## config.mk

```make
export PLATFORM = sky130hd
export DESIGN_NAME = bitstream_serializer
export DESIGN_NICKNAME = d
export VERILOG_FILES = /design/src/rtl/tiny_fpga_pkg.sv /design/src/rtl/bitstream_serializer.sv
export SDC_FILE = /design/constraint.sdc
export NUM_CORES = 1
export LEC_CHECK = 0
export BUFFER_PORTS_ARGS = -buffer_cell sky130_fd_sc_hd__buf_4
export CAP_MARGIN = 10
export CORE_MARGIN = 2
export CORE_UTILIZATION = 45
export DETAILED_ROUTE_END_ITERATION = 7
export PLACE_DENSITY = 0.7
export SETUP_SLACK_MARGIN = 0.3
export SLEW_MARGIN = 15
export SYNTH_ARGS = -nofsm -noshare
export SYNTH_HDL_FRONTEND = slang
export SYNTH_SLANG_ARGS = --single-unit
```

## constraint.sdc

```tcl
create_clock -name clk -period 1.8 [get_ports clk]
set_input_delay 0.27 -clock clk [delete_from_list [all_inputs] [get_ports clk]]
set_output_delay 0.27 -clock clk [all_outputs]
set_load 0.05 [all_outputs]
```

## src/rtl/tiny_fpga_pkg.sv

```systemverilog
// tiny_fpga_pkg: shared types and bitstream width constants for the tiny FPGA configuration path
package tiny_fpga_pkg;
  typedef enum logic {IDLE, SHIFT} ser_state_t;
  localparam int CFG_WORD_WIDTH = 8;
  localparam int CFG_CNT_WIDTH = 16;
endpackage

```

## src/rtl/bitstream_serializer.sv

```systemverilog
// bitstream_serializer: turns word-wide AXI-stream input into the 1-bit configuration bitstream with frame bit counting
module bitstream_serializer
  import tiny_fpga_pkg::*;
#(
  parameter int IN_WIDTH  = CFG_WORD_WIDTH,
  parameter int MSB_FIRST = 1,
  parameter int CNT_WIDTH = CFG_CNT_WIDTH
) (
  input  logic                 clk,
  input  logic                 rst,
  input  logic                 s_tvalid,
  output logic                 s_tready,
  input  logic [IN_WIDTH-1:0]  s_tdata,
  input  logic                 s_tlast,
  output logic                 m_tvalid,
  input  logic                 m_tready,
  output logic                 m_tdata,
  output logic                 m_tlast,
  output logic [CNT_WIDTH-1:0] frame_bits,
  output logic                 frame_done
);
  localparam int IW = $clog2(IN_WIDTH);
  localparam logic [IW-1:0] LAST = IW'(IN_WIDTH - 1);
  ser_state_t state, state_n;
  logic [IN_WIDTH-1:0] sreg;
  logic [IW-1:0] idx;
  logic word_last, rdy, new_frame, m_hs, fin, load;
  // the word is shifted so the outgoing bit always sits at one fixed end
  assign m_tvalid = state == SHIFT;
  assign m_tdata  = m_tvalid && (MSB_FIRST != 0 ? sreg[IN_WIDTH-1] : sreg[0]);
  assign m_tlast  = m_tvalid && word_last && idx == LAST;
  assign m_hs     = m_tvalid && m_tready;
  assign fin      = m_hs && idx == LAST;
  // rdy keeps s_tready low through reset and until the first edge after release
  assign s_tready = rdy && (state == IDLE || fin);
  assign load     = s_tvalid && s_tready;
  always_comb begin
    state_n = load ? SHIFT : fin ? IDLE : state;
  end
  always_ff @(posedge clk or posedge rst) begin
    if (rst) state <= IDLE;
    else state <= state_n;
  end
  always_ff @(posedge clk or posedge rst) begin
    if (rst) begin
      sreg       <= '0;
      idx        <= '0;
      word_last  <= 1'b0;
      rdy        <= 1'b0;
      new_frame  <= 1'b1;
      frame_bits <= '0;
      frame_done <= 1'b0;
    end else begin
      rdy        <= 1'b1;
      frame_done <= m_hs && m_tlast;
      if (load) begin
        sreg      <= s_tdata;
        word_last <= s_tlast;
        idx       <= '0;
      end else if (m_hs) begin
        sreg <= MSB_FIRST != 0 ? sreg << 1 : sreg >> 1;
        idx  <= idx + 1'b1;
      end
      if (m_hs) begin
        frame_bits <= new_frame ? CNT_WIDTH'(1) : frame_bits + CNT_WIDTH'(!(&frame_bits));
        new_frame  <= m_tlast;
      end
    end
  end
endmodule

```

# [Yosys cells after proc, flatten, opt, wreduce, memory -nomap -nowiden]
# Cells that the tools add are included.
[op_classes] n_addsub=2 eq_ne=1 n_mux=7 n_bitwise=1 n_reduce_logical=13
[op_table] cell="adder 16 x 1 -> 16 bit" n=1
[op_table] cell="2-to-1 mux 16 bit" n=1
[op_table] cell="2-to-1 mux 8 bit" n=2
[op_table] cell="AND reduction 16 bit" n=1
[op_table] cell="logical AND 1 bit" n=8
[op_table] cell="2-to-1 mux 3 bit" n=2
[op_table] cell="nonzero test 2 bit" n=2
[op_table] cell="adder 3 x 1 -> 3 bit, second input constant" n=1
[op_table] cell="== test 3 bit, second input constant" n=1
[op_table] cell="2-to-1 mux 1 bit" n=2
[op_table] cell="logical NOT 1 bit" n=1
[op_table] cell="logical OR 1 bit" n=1
[op_table] cell="NOT 1 bit" n=1
[totals] register_bits=32 out_inout_bits=21 elab_cells=32

# [Longest topological paths before layout]
# Gate-level depths: netlist of the first run.
[logic_depth] depth_word=6 depth_mapped=8 depth_no_buf=8

# [Worst setup path before layout of the first run]
# Ideal clock, no wire load.
[synth_path] path_type="register to register" from="register frame_bits[8]" to="register frame_bits[13]" setup_time_ns=0.120 arrival_time_ns=2.149 required_ns=1.680 path_slack_ns=-0.469 stages_incl_launch_ff=8 path_buffers=0 cell_sequence="dfrtp_1 nand3_1 nor4_2 nand3b_1 ha_1 nand3_1 nor4_4 a41o_1"
[synth_between] elab_chain_cells=4
[synth_rtl] element="from (decl)" line="bitstream_serializer.sv:19" rtl="output logic [CNT_WIDTH-1:0] frame_bits,"
[synth_rtl] element="from (signal assigned)" line="bitstream_serializer.sv:65" rtl="frame_bits <= new_frame ? CNT_WIDTH'(1) : frame_bits + CNT_WIDTH'(!(&frame_bits));"
[synth_rtl] element="AND reduction 16 bit" line="bitstream_serializer.sv:65"
[synth_rtl] element="logical NOT 1 bit" line="bitstream_serializer.sv:65"
[synth_rtl] element="adder 16 x 1 -> 16 bit *" line="bitstream_serializer.sv:65"
[synth_rtl] element="2-to-1 mux 16 bit *" line="bitstream_serializer.sv:65"
# Every way passes the cells marked *; elsewhere a longest branch is shown, timed or not.
# A chain may end at the register's enable or synchronous reset.

# [Worst setup path in the final report of the first run]
[layout_path] from="register frame_bits[9]" to="register frame_bits[13]"
# The elaborated chain is that of the path after synthesis.

==> reports/metrics.cfg, run 1 <==
[cts]
htreeDepth = 2
cts_root_buffer = clkbuf_4
cts_buffer_depth = 2
cts-hold-fix-buffers = 0
clk_pin_slew_worst_paths_ns = 0.10
cts_sinks = 32
cts_tree = built
cts-buffers-inserted = 5
clk_latency_ns = 0.33

[synthesis]
yosys_warnings = 0
synth_fp_nets = 184
synth_cells = 167
syn_area_per_cell_um2 = 9.59
yosysSeqAreaShare_pct = 50.1
ys_ff_latch = 32
netlist_area_um2 = 1600
async_flop_share_pct = 100
synth_edf_count = 0
synthTopCellsByArea = dfrtp_1 48%, nand2_1 6.6%, mux2i_1 5.0%, nor2_1 3.8%, nand3_1 3.4%
yosys.area.top_type = dfrtp_1
netlist-cell-type-count = 33
synth_most_common_cell = dfrtp_1
synth_flop_cell = dfrtp_1
synth_top_area_share_pct = 48.4
ys_top_cells_by_count = 31 x dfrtp_1, 28 x nand2_1, 16 x nor2_1

[cells_and_area]
final_net_count = 246
antenna-diode-count = 0
layout.cells.non_filler = 276
syn_to_final_growth_pct = 54.6
final_util_pct = 73.1
regArea_um2 = 823
fillers = 254
multiInputGateArea_um2 = 1020
drive_above_1_share_pct = 55.7

[critical_path]
critical_path_class = flop to flop
required_ns = 2.06
reg2reg_depth = 9
path_max_fanout = 3
crit_path_end_kind = flop
path_delay_family = simple AND/OR/NAND/NOR gates
cp-start-kind = flop
slowest_stage = dfrtp_2
crit_path_max_incr_delay_ns = 0.40
crit_chain = nand3_4, nor4_4, nand3b_1, buf_4, ha_4, nand3_4, nor4_4, a31oi_1, a41o_1
crit_cells = 9
worstPathArrival_ns = 2.11
worst-path-buf-inv = 1

[sta]
fin_setup_tns_ns = -0.173
clock_skew_ns = 0.0112
slew_violations = 0
finalCritPeriodShare_pct = 103
setup_viol = 5
setup_ws_ns = -0.0487
hold_viol = 0
rsz0062_at_grt = yes
max_freq_ghz = 0.541
period_minus_slack_ns = 1.85

[drt]
final_antenna_net_count = 0
drt-initial-drc-count = 68
via_per_inst = 5.39
first_pass_iters = 4
wl_per_cell_um = 14.6
route.detailed.drc = 0
wl_mm = 4.02
vias = 1489

[floorplan]
initial_core_util_pct = 47.2
ios = 34
die_w_um = 63.7
die_area_um2 = 4050
row_count = 21
coreArea_um2 = 3390
chipHeight_um = 63.7

[placement]
dp_cells = 249
io_buffers = 33
routabilityCongestion = 0.899
hpwl_mm = 2.56

[grt]
antenna_found_initial = 0
overflow = 0
grt_first_pass_wirelength_mm = 6.66
grt_start_max_net_pins = 33
grtUsageTotal_pct = 21.4
grt_pass1_vias = 1486

[power_and_ir_drop]
powerDensity_nw_per_um2 = 1240
p_leak_nw = 1.19
irDropWorstVdd_uv = 917
power_mw = 3.06

[run_status]
violations = setup timing
status = finished with violations

[worst_hold_path]
hp-class = primary input to asynchronous set/reset pin

[flow_run]
drv_cap = 0

## flip-flops by register name, summed over array words and instances, names as in the netlist
signal      flops
m_tvalid        1
frame_bits     16
new_frame       1
rdy             1
idx             3
word_last       1
frame_done      1
sreg            8
## per-stage QoR
stage | setup slack [ns] | instance area [um^2] | hold WS (ns)
4_1_cts | -0.0534 | 2330 | 0.0134
3_3_place_gp | 0.0668 | 2060 | 0.377
6_report | -0.0487 | 2480 | 0.0140
2_1_floorplan | -0.0624 | 1730 | 0.380
5_1_grt | -0.113 | 2480 | 0.0522
3_5_place_dp | -0.0313 | 2060 | 0.382
## what timing repair did
action	4_1_cts	5_1_grt
gates resized for setup	33	18
setup endpoints to repair	19	31
buffers inserted	12	7
cloned	0	0
pin swaps	30	15
## per-layer routing
metal	track usage, %	part of all wire, %
met3	5.71	4.6
met4	8.97	3.0
met1	24.7	39
met5	0	0
met2	37.4	54
## layout make-up
class	instances	share of cell area [%]
Inverter	3	0.455
Timing Repair Buffer	63	20.5
Clock buffer	6	2.07
Clock inverter	2	0.404
Tap cell	46	2.32
Sequential cell	32	33.2
Multi-Input combinational cell	124	41.0
## layout by cell type, fill, tap and decap left out, types with 2 or more instances in the layout
cell,synthesis,routed
ha_4,0,3
xnor2_1,6,5
nand2_1,28,22
inv_1,3,2
buf_6,0,5
buf_4,0,56
nand3_1,11,6
dfrtp_2,0,17
and3_1,3,2
nor2_1,16,13
and2_4,0,2
dfrtp_1,31,14
nand4_1,2,2
a21oi_2,0,4
buf_8,0,2
mux2i_1,8,8
and2_1,4,2
o21ai_1,5,14
clkinv_2,0,2
a31o_1,3,3
nor2_4,0,2
clkbuf_4,0,5
nor4_4,1,4
nand3_4,0,4
nand2_2,0,6
nor3_4,0,3
## kinds of logic (layout without fill, tap and decap cells)
group           Yosys count  count (layout)  synth area share [%]
flops                    32              32                  50.1
mux                       8               8                  5.00
simple gates             75              75                  24.1
xor+xnor                  7               7                  3.83
compound gates           29              29                  10.7
other cells               1               1                 0.234
buf+inv                  11              74                  2.97
fa+ha+maj                 4               4                  3.13
## where the power goes
part	internal [mW]	switching (mW)	total (mW)
registers	0.909	0.140	1.05
clock network	0.186	0.239	0.425
logic	0.685	0.904	1.59
total	1.78	1.28	3.06
## final timing paths
check / from / slack, ns / to
setup / recovery: frame_bits[9]$_DFFE_PP0P_ / -0.05 / frame_bits[13]$_DFFE_PP0P_
hold / removal: rst / 0.01 / word_last$_DFFE_PP0P_
setup reg to reg: frame_bits[9]$_DFFE_PP0P_ / -0.05 / frame_bits[13]$_DFFE_PP0P_
hold reg to reg: word_last$_DFFE_PP0P_ / 0.49 / word_last$_DFFE_PP0P_
max in group asynchronous: rst / 1.46 / frame_bits[12]$_DFFE_PP0P_
min in group clk: s_tlast / 0.12 / word_last$_DFFE_PP0P_
## worst reg2reg max path, stage by stage, from the launching register on
cell	delay (ns)
dfrtp_2	0.40
nand3_4	0.09
nor4_4	0.29
nand3b_1	0.18
buf_4	0.19
ha_4	0.17
nand3_4	0.12
nor4_4	0.06
a31oi_1	0.18
a41o_1	0.11
Power figures use the tool's default switching activity.
==> run 2, diff against run 1 <==
--- a/config.mk
+++ b/config.mk
@@ -10,7 +10,7 @@
 export CORE_MARGIN = 2
 export CORE_UTILIZATION = 45
 export DETAILED_ROUTE_END_ITERATION = 7
-export PLACE_DENSITY = 0.7
+export PLACE_DENSITY_LB_ADDON = 0.1
 export SETUP_SLACK_MARGIN = 0.3
 export SLEW_MARGIN = 15
 export SYNTH_ARGS = -nofsm -noshare
==> run 2 against run 1 <==
  * The flow finishes with violations (hold timing, setup timing)
  * Routed wire length up 14%
  * Core utilization increased by 0.92 points
  * Clock skew decreased by 0.0050 ns
  * First-iteration DRC count rose by 25%
  * Die area is the same
  * Sequential cell count did not move
  * Sequential power about the same
  * Critical path depth down 4
==> reports/metrics.cfg, run 2 (synthesis gave the netlist of run 1 again) <==
[run_status]
status = finished with violations
violations = hold timing, setup timing

[sta]
hold_viol = 5
setup_viol = 3
fin_setup_tns_ns = -0.0722
max_freq_ghz = 0.540
period_minus_slack_ns = 1.85
finalCritPeriodShare_pct = 103
setup_ws_ns = -0.0505
rsz0062_at_grt = yes
clock_skew_ns = 0.00614
hold_ws_ns = -0.00537
slew_violations = 0

[cts]
clk_latency_ns = 0.35
cts_root_buffer = clkbuf_4
htreeDepth = 2
cts_tree = built
cts-buffers-inserted = 5
cts_sinks = 32
clk_pin_slew_worst_paths_ns = 0.10
cts_buffer_depth = 2

[placement]
io_buffers = 33
hpwl_mm = 2.48
routabilityCongestion = 0.806

[cells_and_area]
drive_above_1_share_pct = 56.7
final_net_count = 247
reg_top3 = frame_bits (16), sreg (8), idx (3)
syn_to_final_growth_pct = 56.6
largest_register_ffs = 16
fillers = 235
final_cell_mix = 54 x buf_4, 23 x nand2_1, 17 x dfrtp_2
regMostFlops = frame_bits
antenna-diode-count = 0
final_util_pct = 74.0
final_common_cell = buf_4

[drt]
via_per_inst = 5.47
drt-initial-drc-count = 85
route.detailed.drc = 0
vias = 1514
wl_mm = 4.59
first_pass_iters = 4
final_antenna_net_count = 0
wl_per_cell_um = 16.6

[critical_path]
cp-start-kind = flop
worstPathArrival_ns = 1.58
path_max_fanout = 2
critical_path_class = flop to primary output
required_ns = 1.53
crit_path_end_kind = primary output

[floorplan]
die_w_um = 63.7
ios = 34
initial_core_util_pct = 47.2
chipHeight_um = 63.7
die_area_um2 = 4050
coreArea_um2 = 3390
row_count = 21

[power_and_ir_drop]
power_mw = 3.11
p_leak_nw = 1.18
powerDensity_nw_per_um2 = 1240
irDropWorstVdd_uv = 915

[worst_hold_path]
hp-class = primary input to asynchronous set/reset pin

[grt]
grt_start_max_net_pins = 33
overflow = 0
antenna_found_initial = 0
grt_pass1_vias = 1469
grt_first_pass_wirelength_mm = 6.83
grtUsageTotal_pct = 22.3

[flow_run]
drv_cap = 0

==> run 2: cell type report <==
type	count	area [um^2]	area share, %
clock buffer	8	68.8	2.74
sequential	32	823	32.8
timing repair buffer	61	495	19.8
tap	46	57.6	2.30
inverter	3	11.3	0.449
multi-input combinational	127	1050	41.9
==> run 2: metal layers <==
layer  share of wire (%)  up-vias  routed length (um)  track usage (%)
li1                    -      709                   -                -
met1                  39      742                1780             25.1
met2                  54       49                2460             38.3
met3                 4.4       14                 203             5.00
met4                 2.9        0                 135             13.6
met5                   0        -                   0                0
==> run 2: worst max-delay path, cell delays in order (launching register included) <==
cell     delay [ns]
dfrtp_1        0.39
ha_2           0.20
ha_4           0.16
a21bo_4        0.20
and2_4         0.14
buf_8          0.14
==> run 2: timing repair <==
| action | CTS | global route |
|---|---|---|
| hold endpoints to repair | 0 | 0 |
| setup buffers | 15 | 3 |
| endpoints found under the setup margin | 18 | 31 |
| cloned | 0 | 3 |
| hold buffers | 0 | 0 |
| pin swaps | 29 | 14 |
| resized for setup | 36 | 19 |
==> run 2: stage by stage <==
step / hold slack, ns / cells / cell area, um^2 / setup WS [ns]
after detailed placement: 0.386 / 248 / 2050 / -0.0835
after CTS: 0.0161 / 271 / 2390 / -0.0387
after global routing: 0.0405 / 277 / 2510 / -0.0954
after global placement: 0.379 / 248 / 2050 / -0.00504
after floorplan: 0.380 / 167 / 1730 / -0.0624
final: -0.00537 / 277 / 2510 / -0.0505
==> run 2: final timing paths <==
kind	startpoint	endpoint	slack, ns	cells past startpoint
worst min-delay path	rst	sreg[4]$_DFFE_PP0P_	-0.005	3
max in group asynchronous	rst	new_frame$_DFFE_PP1P_	1.46	3
min in group clk	s_tdata[0]	sreg[0]$_DFFE_PP0P_	0.11	3
worst min register to register	word_last$_DFFE_PP0P_	word_last$_DFFE_PP0P_	0.49	2
worst max register to register	frame_bits[7]$_DFFE_PP0P_	frame_bits[14]$_DFFE_PP0P_	-0.02	9
worst max-delay path	idx[0]$_DFFE_PP0P_	s_tready	-0.05	5
==> run 2: power by group <==
| part | leakage (nW) | internal [mW] | switching (mW) |
|---|---|---|---|
| Combinational | 0.751 | 0.668 | 0.893 |
| Clock | 0.0386 | 0.230 | 0.257 |
| Sequential | 0.392 | 0.909 | 0.151 |
